--- config.mk ---
export PLATFORM = sky130hd
export DESIGN_NAME = lcv_mul_acc_pipe
export DESIGN_NICKNAME = d
export VERILOG_FILES = /design/src/rtl/lcv_mul_acc_pipe.sv
export SDC_FILE = /design/constraint.sdc
export NUM_CORES = 1
export LEC_CHECK = 0
export ABC_CLOCK_PERIOD_IN_PS = 10000
export CORE_MARGIN = 3
export CORE_UTILIZATION = 62
export DETAILED_ROUTE_END_ITERATION = 10
export GPL_ROUTABILITY_DRIVEN = 1
export MAX_ROUTING_LAYER = met4
export PLACE_DENSITY_LB_ADDON = 0.2
export SLEW_MARGIN = 20
export SYNTH_ARGS = -nofsm -noshare
export SYNTH_HDL_FRONTEND = slang
export SYNTH_SLANG_ARGS = --single-unit
--- constraint.sdc ---
create_clock -name clk -period 10 [get_ports clk]
set_clock_uncertainty 0.05 [all_clocks]
set_input_delay 1 -clock clk [delete_from_list [all_inputs] [get_ports clk]]
set_output_delay 1 -clock clk [all_outputs]
set_load 0.01 [all_outputs]
--- src/rtl/lcv_mul_acc_pipe.sv ---
// Three-stage signed multiply-accumulate (a*b + c + carry_in) with an internal accumulator and op select.
// Latency: 3 cycles from accept to out_valid at one result per cycle. Build with LCV_MUL_ACC_PIPE_SAT_EN to saturate.
// Backpressure: a single global advance (!out_valid | out_ready) freezes all stages; in_ready follows it.
module lcv_mul_acc_pipe #(
  parameter int IN_WIDTH  = 16,
  parameter int ACC_WIDTH = 33
) (
  input  logic                 clk,
  input  logic                 rst,
  input  logic                 in_valid,
  output logic                 in_ready,
  input  logic [IN_WIDTH-1:0]  a,
  input  logic [IN_WIDTH-1:0]  b,
  input  logic [ACC_WIDTH-1:0] c,
  input  logic                 carry_in,
  input  logic [1:0]           op,
  output logic                 out_valid,
  input  logic                 out_ready,
  output logic [ACC_WIDTH-1:0] outp,
  output logic                 ovf
);

  localparam int PW = 2 * IN_WIDTH;
`ifdef LCV_MUL_ACC_PIPE_SAT_EN
  // Saturation needs headroom: term at ACC_WIDTH+2, accumulate result at ACC_WIDTH+3.
  localparam int TW = ACC_WIDTH + 2;
  localparam int RW = ACC_WIDTH + 3;
`else
  // Wrapping only keeps the low ACC_WIDTH bits, which wider arithmetic would not change.
  localparam int TW = ACC_WIDTH;
  localparam int RW = ACC_WIDTH;
`endif

  localparam logic [1:0] OP_PASS = 2'd0;
  localparam logic [1:0] OP_LOAD = 2'd1;
  localparam logic [1:0] OP_ACC  = 2'd2;
  localparam logic [1:0] OP_SUB  = 2'd3;

  logic                 adv;
  logic                 v1_q, v1_d, cin1_q, cin1_d;
  logic [IN_WIDTH-1:0]  a1_q, a1_d, b1_q, b1_d;
  logic [ACC_WIDTH-1:0] c1_q, c1_d;
  logic [1:0]           op1_q, op1_d, op2_q, op2_d;
  logic                 v2_q, v2_d;
  logic [TW-1:0]        t2_q, t2_d;
  logic                 out_valid_q, out_valid_d;
  logic [ACC_WIDTH-1:0] outp_q, outp_d, acc_q, acc_d;

  logic [PW-1:0]        a_x, b_x, prod;
  logic [TW-1:0]        term;
  logic [RW-1:0]        t_x, acc_x, res;
  logic [ACC_WIDTH-1:0] res_n;
  logic                 clamp;

`ifdef LCV_MUL_ACC_PIPE_SAT_EN
  logic ovf_q, ovf_d;
  logic fits;
`endif

  // Global advance: the pipeline moves only when the output register can be refilled.
  always_comb begin
    adv      = !out_valid_q || out_ready;
    in_ready = adv && rst;
  end

  // Stage 2 arithmetic: sign-extended product plus addend plus carry.
  always_comb begin
    a_x  = PW'($signed(a1_q));
    b_x  = PW'($signed(b1_q));
    prod = a_x * b_x;
    term = TW'($signed(prod)) + TW'($signed(c1_q)) + TW'(cin1_q);
  end

  // Stage 3 arithmetic: op-selected result, then narrowing to ACC_WIDTH.
  always_comb begin
    t_x   = RW'($signed(t2_q));
    acc_x = RW'($signed(acc_q));
    res   = t_x;
    clamp = 1'b0;
    case (op2_q)
      OP_ACC:  res = acc_x + t_x;
      OP_SUB:  res = acc_x - t_x;
      default: res = t_x;
    endcase
`ifdef LCV_MUL_ACC_PIPE_SAT_EN
    fits  = (&res[RW-1:ACC_WIDTH-1]) || !(|res[RW-1:ACC_WIDTH-1]);
    clamp = !fits;
    if (fits)
      res_n = res[ACC_WIDTH-1:0];
    else if (res[RW-1])
      res_n = {1'b1, {(ACC_WIDTH-1){1'b0}}};
    else
      res_n = {1'b0, {(ACC_WIDTH-1){1'b1}}};
`else
    res_n = res;
`endif
  end

  // Next-state for every stage; everything holds while adv is low.
  always_comb begin
    v1_d        = v1_q;
    a1_d        = a1_q;
    b1_d        = b1_q;
    c1_d        = c1_q;
    cin1_d      = cin1_q;
    op1_d       = op1_q;
    v2_d        = v2_q;
    t2_d        = t2_q;
    op2_d       = op2_q;
    out_valid_d = out_valid_q;
    outp_d      = outp_q;
    acc_d       = acc_q;
`ifdef LCV_MUL_ACC_PIPE_SAT_EN
    ovf_d       = ovf_q;
`endif
    if (adv) begin
      v1_d        = in_valid;
      a1_d        = a;
      b1_d        = b;
      c1_d        = c;
      cin1_d      = carry_in;
      op1_d       = op;
      v2_d        = v1_q;
      t2_d        = term;
      op2_d       = op1_q;
      out_valid_d = v2_q;
      // Bubbles leave outp and the accumulator untouched.
      if (v2_q) begin
        outp_d = res_n;
        if (op2_q != OP_PASS) acc_d = res_n;
`ifdef LCV_MUL_ACC_PIPE_SAT_EN
        ovf_d = ovf_q || clamp;
`endif
      end
    end
  end

  // Pipeline registers with synchronous active-low reset.
  always_ff @(posedge clk) begin
    if (!rst) begin
      v1_q        <= 1'b0;
      a1_q        <= '0;
      b1_q        <= '0;
      c1_q        <= '0;
      cin1_q      <= 1'b0;
      op1_q       <= OP_PASS;
      v2_q        <= 1'b0;
      t2_q        <= '0;
      op2_q       <= OP_PASS;
      out_valid_q <= 1'b0;
      outp_q      <= '0;
      acc_q       <= '0;
`ifdef LCV_MUL_ACC_PIPE_SAT_EN
      ovf_q       <= 1'b0;
`endif
    end else begin
      v1_q        <= v1_d;
      a1_q        <= a1_d;
      b1_q        <= b1_d;
      c1_q        <= c1_d;
      cin1_q      <= cin1_d;
      op1_q       <= op1_d;
      v2_q        <= v2_d;
      t2_q        <= t2_d;
      op2_q       <= op2_d;
      out_valid_q <= out_valid_d;
      outp_q      <= outp_d;
      acc_q       <= acc_d;
`ifdef LCV_MUL_ACC_PIPE_SAT_EN
      ovf_q       <= ovf_d;
`endif
    end
  end

  assign out_valid = out_valid_q;
  assign outp      = outp_q;
`ifdef LCV_MUL_ACC_PIPE_SAT_EN
  assign ovf       = ovf_q;
`else
  assign ovf       = 1'b0;
`endif

endmodule

==> impl_metrics.py <==
metrics = {
    "status": {
        "status": "finished, final reports clean",
    },
    "timing": {
        "fin_ws_ps": 1590,
        "drv_slew": 0,
        "relSlewSlack_pct": 25.6,
        "tightest_slew_ps": 1120,
        "setup_viol": 0,
        "fin_crit_ps": 8410,
        "fin_tns_setup_ps": 0,
        "rsz0062_at_grt": "no",
        "hold_violations": 0,
        "fmax_mhz": 119,
        "fin_crit_sh_pct": 84.1,
    },
    "global_route": {
        "grt_pass1_vias": 16800,
        "grt_use_total_pct": 31.0,
        "grt_pass1_wl_um": 82400,
        "overflow": 0,
        "grt_max_degree": 102,
        "antenna_found_initial": 0,
    },
    "synth": {
        "synth_fp_nets": 2859,
        "ys_seq_area_share_pct": 17.4,
        "ys_ff_latch": 172,
        "synth_area_leaders": "fa_1 (27%), dfxtp_1 (17%), ha_1 (9.3%), nand2_1 (6.9%), inv_1 (6.1%)",
        "ys_types": 83,
        "yosys-top-cells-count": "nand2_1 (364), inv_1 (322), fa_1 (265)",
        "synthCells": 2374,
        "avgSynthCellArea_um2": 8.36,
        "synth_top_cell_area_share_pct": 26.7,
        "yosys.cell_count.top_type": "nand2_1",
        "netlist_area_um2": 19800,
        "yosys_warnings": 0,
        "yosysTopAreaCell": "fa_1",
        "synth_ff_type": "dfxtp_1",
        "ys_async_sr_fraction_pct": 0,
        "synth-edff-count": 0,
    },
    "cts": {
        "root_buffer": "clkbuf_16",
        "cts_buffers": 17,
        "clk_path_buf_depth": 2,
        "clkLatencyLatePin_ps": 450,
        "cts_tree": "yes",
        "clock-sinks": 172,
        "cts.repair.resized": 0,
        "post-cts-setup-buffers": 0,
        "htreeDepth": 4,
        "hold_buffers": 0,
        "path_clk_slew_ps": 70,
    },
    "critical_path": {
        "crit_fanout": 17,
        "cp_data_arrival_time_ps": 8700,
        "critical_path_required_ps": 10280,
        "slowest_stage": "dfxtp_1",
        "critPathCaptureType": "register",
        "r2r_slack_ps": 1590,
        "max_stage_delay_ps": 810,
        "critPathKind": "register to register",
        "worstSetupStartpointType": "register",
    },
    "layout": {
        "diodes": 0,
        "drive_gt1_share_pct": 3.15,
        "syn2layout_area_growth_pct": 9.31,
        "fin_nets": 2884,
    },
    "floorplan": {
        "rows": 64,
        "die_h_um": 185,
        "core-area_um2": 31100,
        "die_w_um": 185,
        "die-area_um2": 34200,
        "initial_core_util_pct": 63.9,
        "io_pins": 108,
    },
    "route": {
        "drc_errors": 0,
        "dr.pass1.iters": 7,
        "wl_per_cell_um": 17.9,
        "vias_per_cell": 5.82,
        "drt_wl_total_um": 50100,
        "final_antenna_net_count": 0,
        "vias": 16400,
        "drt-initial-drc-count": 1212,
    },
    "power": {
        "irDropWorstVdd_uv": 156,
        "powerDensity_nw_per_um2": 202,
        "p_leak_nw": 10.1,
    },
    "hold_path": {
        "hp-class": "register to register",
    },
    "placement": {
        "pre_cts_ws_ps": 1670,
        "gp_congestion": 0.946,
        "dp.final_hpwl_um": 39000,
        "port_buffers": 106,
    },
    "flow_run": {
        "maxCapViolations": 0,
    },
}
layout make-up:
class / count / area (um^2)
multi-input combinational: 1770 / 14800
fill: 2480 / 9380
sequential: 172 / 3440
inverter: 323 / 1210
timing repair buffer: 115 / 1130
tap: 396 / 495
clock buffer: 20 / 467
clock inverter: 12 / 150
registers in the layout, indices dropped and copies added, names as in the netlist:
signal     flops
acc_q         33
b1_q          16
op2_q          2
out_valid      1
c1_q          33
outp          33
t2_q          33
cin1_q         1
v2_q           1
op1_q          2
v1_q           1
a1_q          16
through the flow:
step | cell area [um^2] | hold WS, ps | power, mW | util [%] | std cells
finish | 21700 | 405 | 4.39 | 69.8 | 2808
global route | 21700 | 429 | 4.76 | 69.8 | 2808
CTS | 21700 | 409 | 4.38 | 69.8 | 2808
detailed placement | 21100 | 399 | 3.64 | 67.8 | 2776
global placement | 21100 | 390 | 3.56 | 67.8 | 2776
floorplan | 19800 | 382 | 3.04 | - | 2374
worst max-delay path: cells and delay by family, from the launching register on:
kind / cells / cell delay [ps]
adder cells (fa/ha/maj): 8 / 3720
AO/OA/AOI/OAI: 13 / 2780
flip-flops: 1 / 810
buffers and inverters: 6 / 340
XOR/XNOR: 2 / 300
AND/OR/NAND/NOR: 2 / 270
placed cells by master (no fill, tap or decap), types with 4 or more instances in the layout:
| master | count |
|---|---|
| and3_1 | 5 |
| ha_1 | 148 |
| clkdlybuf4s50_1 | 106 |
| or3_1 | 12 |
| mux2i_1 | 20 |
| nor3_1 | 26 |
| and2_1 | 124 |
| o21ai_0 | 57 |
| inv_1 | 321 |
| clkbuf_16 | 17 |
| nand2b_1 | 19 |
| a211oi_1 | 52 |
| nand3_1 | 23 |
| a21o_1 | 31 |
| dfxtp_1 | 171 |
| a21oi_2 | 4 |
| nor4_1 | 5 |
| o21a_1 | 15 |
| nand2_1 | 364 |
| o211ai_1 | 5 |
| nor2b_1 | 7 |
| a31oi_1 | 13 |
| xnor2_1 | 88 |
| o31a_1 | 4 |
| buf_4 | 9 |
| nand4_1 | 8 |
| o31ai_1 | 9 |
| a21oi_1 | 202 |
| o21bai_1 | 13 |
| fa_1 | 265 |
| xor2_1 | 28 |
| nor2_1 | 156 |
per-layer routing:
layer  global-route usage, %  vias to the layer above  wire [um]
li1                        -                     7671          -
met1                    39.3                     7995      20400
met2                    50.8                      566      24800
met3                    3.75                      122       2940
met4                    12.6                        0       2000
met5                       -                        -          0
power breakdown:
group	leakage, nW	internal (mW)	switching, mW	total [mW]
Clock	0.303	0.397	0.324	0.721
Sequential	1.42	0.768	0.151	0.919
Combinational	8.37	1.20	1.55	2.75
Total	10.1	2.37	2.02	4.39
final timing paths:
path | end | cells past startpoint | from
worst min register to register | op1_q[1]$_SDFFE_PN0N_ | 2 | op1_q[1]$_SDFFE_PN0N_
worst max register to register | t2_q[32]$_SDFFE_PN0N_ | 31 | a1_q[7]$_SDFFE_PN0N_
worst min-delay path | op1_q[1]$_SDFFE_PN0N_ | 2 | op1_q[1]$_SDFFE_PN0N_
worst max-delay path | t2_q[32]$_SDFFE_PN0N_ | 31 | a1_q[7]$_SDFFE_PN0N_
cells by family (layout without fill, tap and decap cells):
group | Yosys count | count (layout) | share of synthesized area (%)
AOI/OAI and AO/OA | 445 | 445 | 14.1
xor gates and xnor gates | 117 | 117 | 5.20
adders and majority gates | 413 | 413 | 36.1
buffers and inverters | 432 | 470 | 8.23
DFF | 172 | 172 | 17.4
muxes | 21 | 21 | 1.07
other | 1 | 1 | 0.0189
and+or+nand+nor | 773 | 773 | 18.0
(Power assumes the default switching activity.)
